`src/rtl/gol_pkg.sv`:
```
// Shared definitions for the Game-of-Life generation scheduler: state encodings
// and default board geometry.
package gol_pkg;

  localparam int GOL_ROWS  = 16;
  localparam int GOL_GEN_W = 16;

  typedef enum logic [2:0] {
    ST_SETUP   = 3'd0,
    ST_PAUSED  = 3'd1,
    ST_WAIT    = 3'd2,
    ST_COMPUTE = 3'd3,
    ST_COMMIT  = 3'd4
  } gol_state_e;

endpackage

```
`src/rtl/gol_tick_divider.sv`:
```
// Generation pacing counter: restarts on start, counts while run is high and
// flags done on the TICK_DIV-th counted cycle.
module gol_tick_divider #(
  parameter int TICK_DIV = 8192
) (
  input  logic clk,
  input  logic reset,
  input  logic start,
  input  logic run,
  output logic done
);

  localparam int CNT_W = (TICK_DIV > 1) ? $clog2(TICK_DIV) : 1;

  logic [CNT_W-1:0] cnt;

  always_ff @(posedge clk or posedge reset) begin
    if (reset) begin
      cnt <= '0;
    end else if (start) begin
      cnt <= '0;
    end else if (run && !done) begin
      cnt <= cnt + 1'b1;
    end
  end

  assign done = run && (cnt == CNT_W'(TICK_DIV - 1));

endmodule

```
`src/rtl/gol_generation_scheduler.sv`:
```
// Run/pause/step control for a row-serial Game-of-Life datapath.
// Optional fixed-point detection is enabled by defining GOL_STABLE_DETECT_EN.
module gol_generation_scheduler
  import gol_pkg::*;
#(
  parameter  int ROWS     = GOL_ROWS,
  parameter  int TICK_DIV = 8192,
  parameter  int GEN_W    = GOL_GEN_W,
  localparam int IDX_W    = (ROWS > 1) ? $clog2(ROWS) : 1
) (
  input  logic             clk,
  input  logic             reset,
  input  logic             btn_run_i,
  input  logic             btn_step_i,
  input  logic             btn_clear_i,
  output logic             row_req_o,
  output logic [IDX_W-1:0] row_idx_o,
  input  logic             row_ack_i,
  input  logic             row_changed_i,
  output logic             commit_o,
  output logic             edit_en_o,
  output logic [GEN_W-1:0] gen_cnt_o,
  output logic [2:0]       state_o,
  output logic             stable_o
);

  gol_state_e       state, state_nxt;
  logic             run_mode, run_mode_nxt;
  logic [IDX_W-1:0] row_idx;
  logic [GEN_W-1:0] gen_cnt;
  logic             tick_start, tick_done;
  logic             last_ack;
  logic             gen_stable;

  assign last_ack = (state == ST_COMPUTE) && row_ack_i &&
                    (row_idx == IDX_W'(ROWS - 1));

  // Clear outranks run, run outranks step; the losing pulse is simply dropped.
  always_comb begin
    state_nxt    = state;
    run_mode_nxt = run_mode;
    if (btn_clear_i) begin
      state_nxt    = ST_SETUP;
      run_mode_nxt = 1'b0;
    end else begin
      case (state)
        ST_SETUP, ST_PAUSED: begin
          if (btn_run_i) begin
            state_nxt    = ST_WAIT;
            run_mode_nxt = 1'b1;
          end else if (btn_step_i) begin
            state_nxt    = ST_COMPUTE;
            run_mode_nxt = 1'b0;
          end
        end
        ST_WAIT: begin
          if (btn_run_i) begin
            state_nxt    = ST_PAUSED;
            run_mode_nxt = 1'b0;
          end else if (tick_done) begin
            state_nxt = ST_COMPUTE;
          end
        end
        ST_COMPUTE: begin
          if (btn_run_i) run_mode_nxt = 1'b0;
          if (last_ack) state_nxt = ST_COMMIT;
        end
        ST_COMMIT: begin
          if (btn_run_i) run_mode_nxt = 1'b0;
          if (gen_stable) begin
            run_mode_nxt = 1'b0;
            state_nxt    = ST_PAUSED;
          end else if (run_mode_nxt) begin
            state_nxt = ST_WAIT;
          end else begin
            state_nxt = ST_PAUSED;
          end
        end
        default: begin
          state_nxt    = ST_SETUP;
          run_mode_nxt = 1'b0;
        end
      endcase
    end
  end

  always_ff @(posedge clk or posedge reset) begin
    if (reset) begin
      state    <= ST_SETUP;
      run_mode <= 1'b0;
      row_idx  <= '0;
      gen_cnt  <= '0;
    end else begin
      state    <= state_nxt;
      run_mode <= run_mode_nxt;
      // Index parks at 0 outside COMPUTE so every sweep starts from row 0.
      if (state_nxt != ST_COMPUTE) begin
        row_idx <= '0;
      end else if ((state == ST_COMPUTE) && row_ack_i) begin
        row_idx <= row_idx + 1'b1;
      end
      if (btn_clear_i) begin
        gen_cnt <= '0;
      end else if ((state == ST_COMMIT) && !gen_stable) begin
        gen_cnt <= gen_cnt + 1'b1;
      end
    end
  end

  assign tick_start = (state_nxt == ST_WAIT) && (state != ST_WAIT);

  gol_tick_divider #(
    .TICK_DIV (TICK_DIV)
  ) u_tick (
    .clk   (clk),
    .reset (reset),
    .start (tick_start),
    .run   (state == ST_WAIT),
    .done  (tick_done)
  );

`ifdef GOL_STABLE_DETECT_EN
  logic changed_acc;
  logic stable_q;
  logic compute_entry;

  assign compute_entry = (state_nxt == ST_COMPUTE) && (state != ST_COMPUTE);
  assign gen_stable    = !changed_acc;

  always_ff @(posedge clk or posedge reset) begin
    if (reset) begin
      changed_acc <= 1'b0;
      stable_q    <= 1'b0;
    end else begin
      if (compute_entry) begin
        changed_acc <= 1'b0;
      end else if ((state == ST_COMPUTE) && row_ack_i && row_changed_i) begin
        changed_acc <= 1'b1;
      end
      if (btn_clear_i || compute_entry) begin
        stable_q <= 1'b0;
      end else if ((state == ST_COMMIT) && gen_stable) begin
        stable_q <= 1'b1;
      end
    end
  end

  assign stable_o = stable_q;
`else
  logic unused_row_changed;

  assign unused_row_changed = row_changed_i;
  assign gen_stable         = 1'b0;
  assign stable_o           = 1'b0;
`endif

  assign row_req_o = (state == ST_COMPUTE);
  assign row_idx_o = row_idx;
  assign commit_o  = (state == ST_COMMIT);
  assign edit_en_o = (state == ST_SETUP);
  assign gen_cnt_o = gen_cnt;
  assign state_o   = state;

endmodule

```
`config.mk`:
```
export PLATFORM = sky130hd
export DESIGN_NAME = gol_generation_scheduler
export DESIGN_NICKNAME = d
export VERILOG_FILES = /design/src/rtl/gol_pkg.sv /design/src/rtl/gol_tick_divider.sv /design/src/rtl/gol_generation_scheduler.sv
export SDC_FILE = /design/constraint.sdc
export NUM_CORES = 1
export LEC_CHECK = 0
export ABC_AREA = 0
export BUFFER_PORTS_ARGS = -buffer_cell sky130_fd_sc_hd__clkbuf_2
export CAP_MARGIN = 40
export CORE_MARGIN = 5
export CORE_UTILIZATION = 50
export DETAILED_ROUTE_END_ITERATION = 8
export PLACE_DENSITY = 0.75
export SLEW_MARGIN = 0
export SYNTH_ARGS = -nofsm -noshare
export SYNTH_HDL_FRONTEND = slang
export SYNTH_HIERARCHICAL = 1
export SYNTH_SLANG_ARGS = --single-unit
```
`constraint.sdc`:
```
create_clock -name clk -period 2.7 [get_ports clk]
set_input_delay 0.405 -clock clk [delete_from_list [all_inputs] [get_ports clk]]
set_output_delay 0.405 -clock clk [all_outputs]
set_load 0.03 [all_outputs]
```
# After elaboration in Yosys (flattened, before gate mapping)
# Cells that the tools add are included.
# classes
addsub	3
eq_ne	10
reduce_logical	12
n_mux	21
# ops
op	count
16-bit two-way mux	2
13-bit two-way mux	2
3-bit two-way mux	6
16-bit by 1-bit adder with 16-bit output (second input constant)	1
13-bit by 1-bit adder with 13-bit output (second input constant)	1
13-bit equality test (second input constant)	1
3-bit case mux with 4 select lines	1
3-bit by 2-bit equality test with 1-bit output (second input constant)	3
4-bit two-way mux	2
1-bit two-way mux	6
3-bit by 2-bit != test with 1-bit output (second input constant)	2
2-bit nonzero test	3
1-bit logical AND	5
4-bit by 1-bit adder with 4-bit output (second input constant)	1
4-bit equality test (second input constant)	1
4-bit != test (second input constant)	1
2-bit OR reduction	2
3-bit by 1-bit equality test with 1-bit output (second input constant)	1
3-bit equality test (second input constant)	1
3-bit logical NOT	1
1-bit case mux with 3 select lines	1
2-bit two-way mux	1
1-bit logical NOT	1
# totals
in_bits	7
register_bits	37
word_cells	51
output_inout_bits	27

# Depth between registers and ports, before layout
# Gate-level depths: netlist (run 1).
# logic_depth
word_depth	9
depth_mapped	12
depth_no_buf	10

# Hierarchy
# Netlist (run 1), hierarchy kept.
# modules_own_cells
mod	seq_area_each_um2	area_per_inst_um2	cells_each	instances
gol_generation_scheduler	600.6	1335.0	144	1
gol_tick_divider	325.3	754.5	78	1

# Worst setup path after synthesis (run 1)
# OpenSTA, ideal clock, no wires.
# synth_path
kind	flip-flop to flip-flop
startpoint	register state[2] (netlist: state_o[2])
endpoint	register u_tick.cnt[6]
synth_period_minus_slack_ns	3.169
arrival_time_ns	3.036
n_path_buf	2
required_time_ns	2.567
setup_time_ns	0.133
path_slack_ns	-0.469
stages_incl_launch_ff	13
cell_sequence	dfrtp_1 clkbuf_1 nand2b_1 nor2_1 nand4_1 nor4_1 nor3_1 a211oi_1 a21oi_1 nor4b_1 clkbuf_1 o21bai_1 a31oi_1
# synth_between
elab_chain_cells	9
word_cells_on_any_way	23
classes_between	eq/ne: 6; mux: 8; reduce/logical: 9
# synth_lines
item	line_no	text
start: declaration	gol_generation_scheduler.sv:27	gol_state_e state, state_nxt;
start signal: assignment	gol_generation_scheduler.sv:94	state <= state_nxt;
3-bit by 2-bit equality test with 1-bit output (*)	gol_generation_scheduler.sv:118	.run (state == ST_WAIT),
1-bit logical AND (*)	gol_tick_divider.sv:27	assign done = run && (cnt == CNT_W'(TICK_DIV - 1));
net tick_done	gol_generation_scheduler.sv:31	logic tick_start, tick_done;
3-bit two-way mux (*)	gol_generation_scheduler.sv:60	end else if (tick_done) begin
3-bit two-way mux (*)	gol_generation_scheduler.sv:57	if (btn_run_i) begin
3-bit case mux with 4 select lines (*)	gol_generation_scheduler.sv:46	case (state)
3-bit two-way mux (*)	gol_generation_scheduler.sv:42	if (btn_clear_i) begin
3-bit by 2-bit equality test with 1-bit output (*)	gol_generation_scheduler.sv:110	assign tick_start = (state_nxt == ST_WAIT) && (state != ST_WAIT);
1-bit logical AND (*)	gol_generation_scheduler.sv:110	
net tick_start	gol_generation_scheduler.sv:31	
13-bit two-way mux or 2-bit nonzero test (tied branches)	--	
end signal: assignment	gol_tick_divider.sv:23	cnt <= cnt + 1'b1;
end: declaration	gol_tick_divider.sv:15	logic [CNT_W-1:0] cnt;
# The timed path passes the listed nets; every way through them passes the cells marked *.
# A chain may end at the register's enable or synchronous reset.

# Worst setup path in the final report (run 1)
# layout_path
startpoint	register u_tick.cnt[0]
endpoint	register u_tick.cnt[5]
# layout_between
elab_chain_cells	9
word_cells_on_any_way	14
classes_between	add/sub: 1; eq/ne: 2; mux: 6; reduce/logical: 5
# layout_lines
item	line_no
13-bit equality test (*)	gol_tick_divider.sv:27
1-bit logical AND (*)	gol_tick_divider.sv:27
net tick_done	gol_generation_scheduler.sv:31
3-bit two-way mux (*)	gol_generation_scheduler.sv:60
3-bit two-way mux (*)	gol_generation_scheduler.sv:57
3-bit case mux with 4 select lines (*)	gol_generation_scheduler.sv:46
3-bit two-way mux (*)	gol_generation_scheduler.sv:42
3-bit by 2-bit equality test with 1-bit output (*)	gol_generation_scheduler.sv:110
1-bit logical AND (*)	gol_generation_scheduler.sv:110
net tick_start	gol_generation_scheduler.sv:31
13-bit two-way mux or 2-bit nonzero test (tied branches)	--
# The timed path passes the listed nets; every way through them passes the cells marked *. The select of a mux whose other input is x is not followed.

==> run_results.csv, run 1 <==
group,metric,value,unit
run_status,status,"finished clean",
critical_path,cp_max_fo,9,
timing,min_period,2.32,ns
timing,tns,0,ns
synth,yosys_most_used_dff,"dfrtp_1",
clock_network,clk_latency,0.29,ns
synth,synth-seq-area-share,44.3,%
global_routing,grt_pass1_vias,1622,
clock_network,clk_pin_slew,0.07,ns
clock_network,cts_tree,"done",
synth,synth_area_leader_cell,"dfrtp_1",
drt,ant_nets,0,
drt,first_pass_iters,4,
critical_path,cp.arrival,2.49,ns
drt,drtIter0Drc,68,
timing,final-setup-viol-count,0,
placement,dpl.hpwl,3110,um
clock_network,post-cts-setup-buffer-count,0,
clock_network,clock-root-buffer,"clkbuf_8",
timing,finalHoldViolations,0,
critical_path,cp-start-kind,"register",
placement,io_buffer_count,31,
global_routing,overflow,0,
synth,avgSynthCellArea,9.41,um^2
layout,nets,270,
clock_network,htreeDepth,2,
global_routing,grt_max_degree,22,
synth,synth_nets,232,
power_and_ir_drop,p_switching,0.321,mW
drt,viasPerCell,5.68,
layout,final_common_cell,"dfrtp_1",
synth,syn_inst,222,
drt,drc,0,
power_and_ir_drop,swShare,27.9,%
critical_path,critPathRequiredTime,2.87,ns
critical_path,cpMaxStageDelayCell,"dfrtp_1",
timing,rsz0062_at_grt,"false",
power_and_ir_drop,p_clk_share,31.9,%
layout,area_delta_synth_final,17.1,%
worst_hold_path,min_path_type,"in -> async",
power_and_ir_drop,p_int,0.830,mW
global_routing,grt_pass1_wl,7330,um
clock_network,clock-sinks,37,
global_routing,grt_util_all_layers,17.2,%
floorplanning,core_area,0.00403,mm^2
placement,gp_congestion,0.768,
drt,routed_wl,4310,um
layout,finalInstanceArea,0.00245,mm^2
layout,nFillCells,351,
power_and_ir_drop,p_leak,1.10,nW
clock_network,post_cts_resize_count,0,
job,maxCapViolCount,0,
critical_path,crit_path_cell_trace,"ha_1, nand4_1, nor4_1, nor3_1, a211oi_1, a21oi_2, nor4b_4, buf_4, nor2_1, mux2_1",
timing,finalCritPeriodShare,85.8,%
critical_path,slowest_delay,0.41,ns
synth,synth_edf_count,0,
clock_network,cts_hold_buf,0,
floorplanning,dieArea,0.00557,mm^2
global_routing,grt_antenna_before_repair,0,
clock_network,cts-buffers-inserted,5,
layout,layout-drive-gt1-share,23.8,%
synth,synth_top_area_share,44.3,%
layout,antenna_cells,0,
power_and_ir_drop,p_comb_share,15.1,%
placement,dpl_cell_area,0.00235,mm^2
power_and_ir_drop,worst_ir_drop_vdd,296,uV
floorplanning,io_pins,34,
floorplanning,rows,23,
synth,synth_area,0.00209,mm^2
floorplanning,start_util,51.9,%
timing,slew_headroom,60.2,%
floorplanning,die_w,74.6,um
clock_network,cts_buffer_depth,2,
critical_path,crit_type,"reg -> reg",
synth,yosysWarnings,6,
layout,mostFrequentLayoutCells,"37 x dfrtp_1, 31 x clkbuf_2, 30 x nor2_1, 14 x nand2_1, 11 x inv_1",
floorplanning,die_h,74.6,um
timing,finalClockSkew,0.00630,ns
synth,synth.area.top_cells,"dfrtp_1 44%, nor2_1 5.6%, xnor2_1 4.2%",
synth,postSynth.asyncResetShare,100,%
critical_path,critPathCaptureType,"register",
drt,vias,1765,
synth,synth_cell_types,47,
timing,slew_viol_final,0,
power_and_ir_drop,powerDensity,470,mW/mm^2
drt,wire_per_inst,13.8,um
power_and_ir_drop,power_frac_seq,53.0,%
synth,ys_seq_elements,37,
timing,tightestPinTransition,0.590,ns
timing,fmax,0.432,GHz
==> metal layers <==
layer | vias up | share of wire [%] | global-route usage, % | wire length, um
met5 | - | 0 | 0 | 0
met4 | 0 | 1.6 | 7.11 | 69
met3 | 4 | 4.6 | 4.67 | 196
met2 | 29 | 47 | 27.2 | 2010
met1 | 859 | 47 | 22.4 | 2030
li1 | 873 | - | - | -
==> area by class of cell <==
type | instances | area [um^2] | area share [%]
clock inverter | 2 | 10.0 | 0.409
tap | 50 | 62.6 | 2.56
sequential | 37 | 926 | 37.8
multi-input combinational | 164 | 1080 | 44.3
timing repair buffer | 41 | 250 | 10.2
clock buffer | 6 | 72.6 | 2.97
inverter | 11 | 41.3 | 1.69
==> stage by stage <==
step	util [%]	instances	setup slack, ns	hold WS [ns]	total power [mW]
floorplan	-	222	0.0167	0.282	0.741
global placement	57.6	300	0.268	0.447	0.778
detailed placement	58.3	301	0.217	0.344	0.791
CTS	60.4	309	0.201	0.0245	1.16
global route	60.7	311	0.217	0.0468	1.21
finish	60.7	311	0.383	0.0273	1.15
==> state kept, by name, indices dropped and copies added, names as in the netlist <==
name	count
u_tick/cnt	13
gen_cnt_o	16
run_mode	1
state_o	3
row_idx_o	4
==> worst max-delay path: cells and delay by family, from the launching register on <==
kind | cells | cell delay (ns)
simple gates | 5 | 0.66
flops | 1 | 0.41
compound gates | 2 | 0.35
mux | 1 | 0.29
fa+ha+maj | 1 | 0.27
buf+inv | 1 | 0.22
==> path summary, 6_finish.rpt <==
kind	from	endpoint	slack, ns	cells after the start
max	u_tick/cnt[0]	u_tick/cnt[5]	0.38	10
min	reset	gen_cnt_o[14]	0.03	2
max reg2reg	u_tick/cnt[0]	u_tick/cnt[5]	0.38	10
min reg2reg	u_tick/cnt[1]	u_tick/cnt[1]	0.57	2
max in group asynchronous	reset	u_tick/cnt[10]	2.23	2
min in group clk	btn_run_i	run_mode	0.48	3
==> cell families after synthesis <==
logic type / count (synthesis) / synth area share (%)
AO/OA/AOI/OAI: 32 / 11.4
XOR/XNOR: 16 / 6.71
adder cells (fa/ha/maj): 3 / 1.80
buffers and inverters: 21 / 4.79
flip-flops: 37 / 44.3
multiplexers: 6 / 3.11
other: 1 / 0.179
AND/OR/NAND/NOR: 106 / 27.7
==> power by group through the flow <==
stage,Combinational [mW],Sequential [mW],Clock [mW]
after floorplan,0.123,0.618,0
after global placement,0.160,0.618,0
after detailed placement,0.170,0.621,0
after CTS,0.171,0.610,0.380
after global routing,0.196,0.614,0.403
final,0.173,0.610,0.368
==> synth_stat cells, types with 4 or more instances <==
cell type   n
a211oi_1    5
nand3_1     8
nand4_1     9
a21oi_1     9
xnor2_1    10
xor2_1      6
nor2b_1     5
nor2_1     31
nand2_1    14
and4_1      4
nor4_1      9
inv_1      11
nor3_1      8
dfrtp_1    37
o21ai_0     4
No activity file was read; power rests on OpenSTA's default activity.
==> run 2, diff against run 1 <==
- CORE_UTILIZATION: 50 -> 56
- PLACE_DENSITY: 0.75 -> 0.79
- clock period: 2.7 -> 2.64 ns (I/O delays scaled with it)
==> run 2 against run 1 <==
Against the previous run: via count decreased by 0.51%; fmax decreased by 4.6%; sequential power increased by 2%; count of clock-buffer cells in the layout decreased by 1; clock power increased by 9.5%; non-clock buffer count decreased by 4; final area decreased by 0.82%; register-to-register slack got worse by 0.17 ns; final cell count decreased by 1.9%; flip-flop and latch count unchanged; critical endpoint is now u_tick/cnt[9].
==> run_results.csv, run 2 (synthesized netlist as in run 1, its figures left out) <==
group,metric,value,unit
clock_network,clk_latency,0.29,ns
clock_network,post_cts_resize_count,0,
critical_path,crit_type,"reg -> reg",
drt,routed_wl,4240,um
power_and_ir_drop,powerDensity,493,mW/mm^2
placement,io_buffer_count,31,
clock_network,cts-buffers-inserted,5,
clock_network,clock-sinks,37,
drt,viasPerCell,5.76,
global_routing,grt_max_degree,23,
power_and_ir_drop,p_leak,1.08,nW
placement,dpl.hpwl,3030,um
clock_network,post-cts-setup-buffer-count,0,
layout,antenna_cells,0,
critical_path,critPathRequiredTime,2.86,ns
drt,first_pass_iters,4,
timing,fmax,0.412,GHz
layout,final_common_cell,"dfrtp_1",
floorplanning,io_pins,34,
layout,layout-drive-gt1-share,23.0,%
timing,tightestPinTransition,0.558,ns
clock_network,clk_pin_slew,0.08,ns
critical_path,cpMaxStageDelayCell,"dfrtp_1",
layout,largest_reg_flops,16,
run_status,status,"finished clean",
global_routing,overflow,0,
clock_network,cts_buffer_depth,2,
layout,finalInstanceArea,0.00243,mm^2
critical_path,cp.arrival,2.65,ns
timing,tns,0,ns
worst_hold_path,min_path_type,"in -> async",
global_routing,grt_pass1_vias,1622,
timing,final-setup-viol-count,0,
floorplanning,start_util,57.5,%
timing,finalCritPeriodShare,92.0,%
timing,min_period,2.43,ns
critical_path,critical_path_buf_inv_count,1,
critical_path,crit_path_cell_trace,"nand2b_1, nor2_4, nand4_1, nor4_1, nor3_1, a211oi_1, a21oi_2, nor4b_4, buf_4, nor4_1, o21bai_1",
layout,nets,266,
layout,mostFrequentLayoutCells,"37 x dfrtp_1, 31 x clkbuf_2, 30 x nor2_1, 14 x nand2_1, 11 x inv_1",
placement,gp_congestion,0.805,
floorplanning,die_w,71.1,um
floorplanning,rows,22,
clock_network,clock-root-buffer,"clkbuf_8",
job,maxCapViolCount,0,
layout,finalNonFillerCells,305,
floorplanning,dieArea,0.00505,mm^2
timing,rsz0062_at_grt,"false",
timing,finalHoldViolations,0,
clock_network,cts_hold_buf,0,
critical_path,path_delay_family,"simple AND/OR/NAND/NOR gates",
timing,slew_headroom,62.4,%
drt,vias,1756,
global_routing,grt_util_all_layers,18.4,%
drt,wire_per_inst,13.9,um
timing,finalClockSkew,0.00933,ns
power_and_ir_drop,worst_ir_drop_vdd,322,uV
clock_network,cts_tree,"done",
clock_network,htreeDepth,2,
placement,place_inst,297,
critical_path,cp_max_fo,16,
placement,dpl_cell_area,0.00234,mm^2
global_routing,grt_antenna_before_repair,0,
timing,slew_viol_final,0,
critical_path,cp-start-kind,"register",
critical_path,critPathCaptureType,"register",
critical_path,slowest_delay,0.37,ns
global_routing,grt_pass1_wl,7530,um
floorplanning,core_area,0.00363,mm^2
drt,ant_nets,0,
drt,drc,0,
floorplanning,die_h,71.1,um
layout,area_delta_synth_final,16.2,%
drt,drtIter0Drc,141,
critical_path,cp_common_cell,"nor4_1",
-- run 2: stage by stage --
stage | util (%) | power, mW | hold WS, ns | setup slack, ns
2_1_floorplan | - | 0.759 | 0.273 | 0.0229
3_3_place_gp | 63.6 | 0.795 | 0.450 | 0.371
3_5_place_dp | 64.3 | 0.804 | 0.331 | 0.249
4_1_cts | 66.8 | 1.21 | 0.00799 | 0.212
5_1_grt | 66.8 | 1.26 | 0.00596 | 0.00544
6_report | 66.8 | 1.20 | 0.00831 | 0.212
-- run 2: area by class of cell --
class	instances	area (um^2)
clock buffer	5	68.8
clock inverter	3	21.3
fill	317	1210
inverter	11	41.3
multi-input combinational	164	1090
sequential	37	926
tap	48	60.1
timing repair buffer	37	220
-- run 2: metal layers --
metal | vias up | track usage [%] | wire, um
met5 | - | 0 | 0
met4 | 0 | 6.26 | 59
met3 | 6 | 5.11 | 174
met2 | 45 | 28.4 | 1950
met1 | 841 | 25.1 | 2050
li1 | 864 | - | -
-- run 2: final timing paths --
| check | from | end | slack [ns] | cells past startpoint |
|---|---|---|---|---|
| worst max-delay path | state_o[2] | u_tick/cnt[9] | 0.21 | 11 |
| worst min-delay path | reset | gen_cnt_o[2] | 0.008 | 2 |
| worst max register to register | state_o[2] | u_tick/cnt[9] | 0.21 | 11 |
| worst min register to register | u_tick/cnt[1] | u_tick/cnt[1] | 0.56 | 2 |
| max in group asynchronous | reset | u_tick/cnt[2] | 2.18 | 2 |
| min in group clk | btn_run_i | run_mode | 0.48 | 3 |
-- run 2: power by group --
part           leakage, nW  switching [mW]  internal (mW)
Combinational        0.521           0.104         0.0666
Sequential           0.511          0.0294          0.593
Clock               0.0445           0.216          0.187
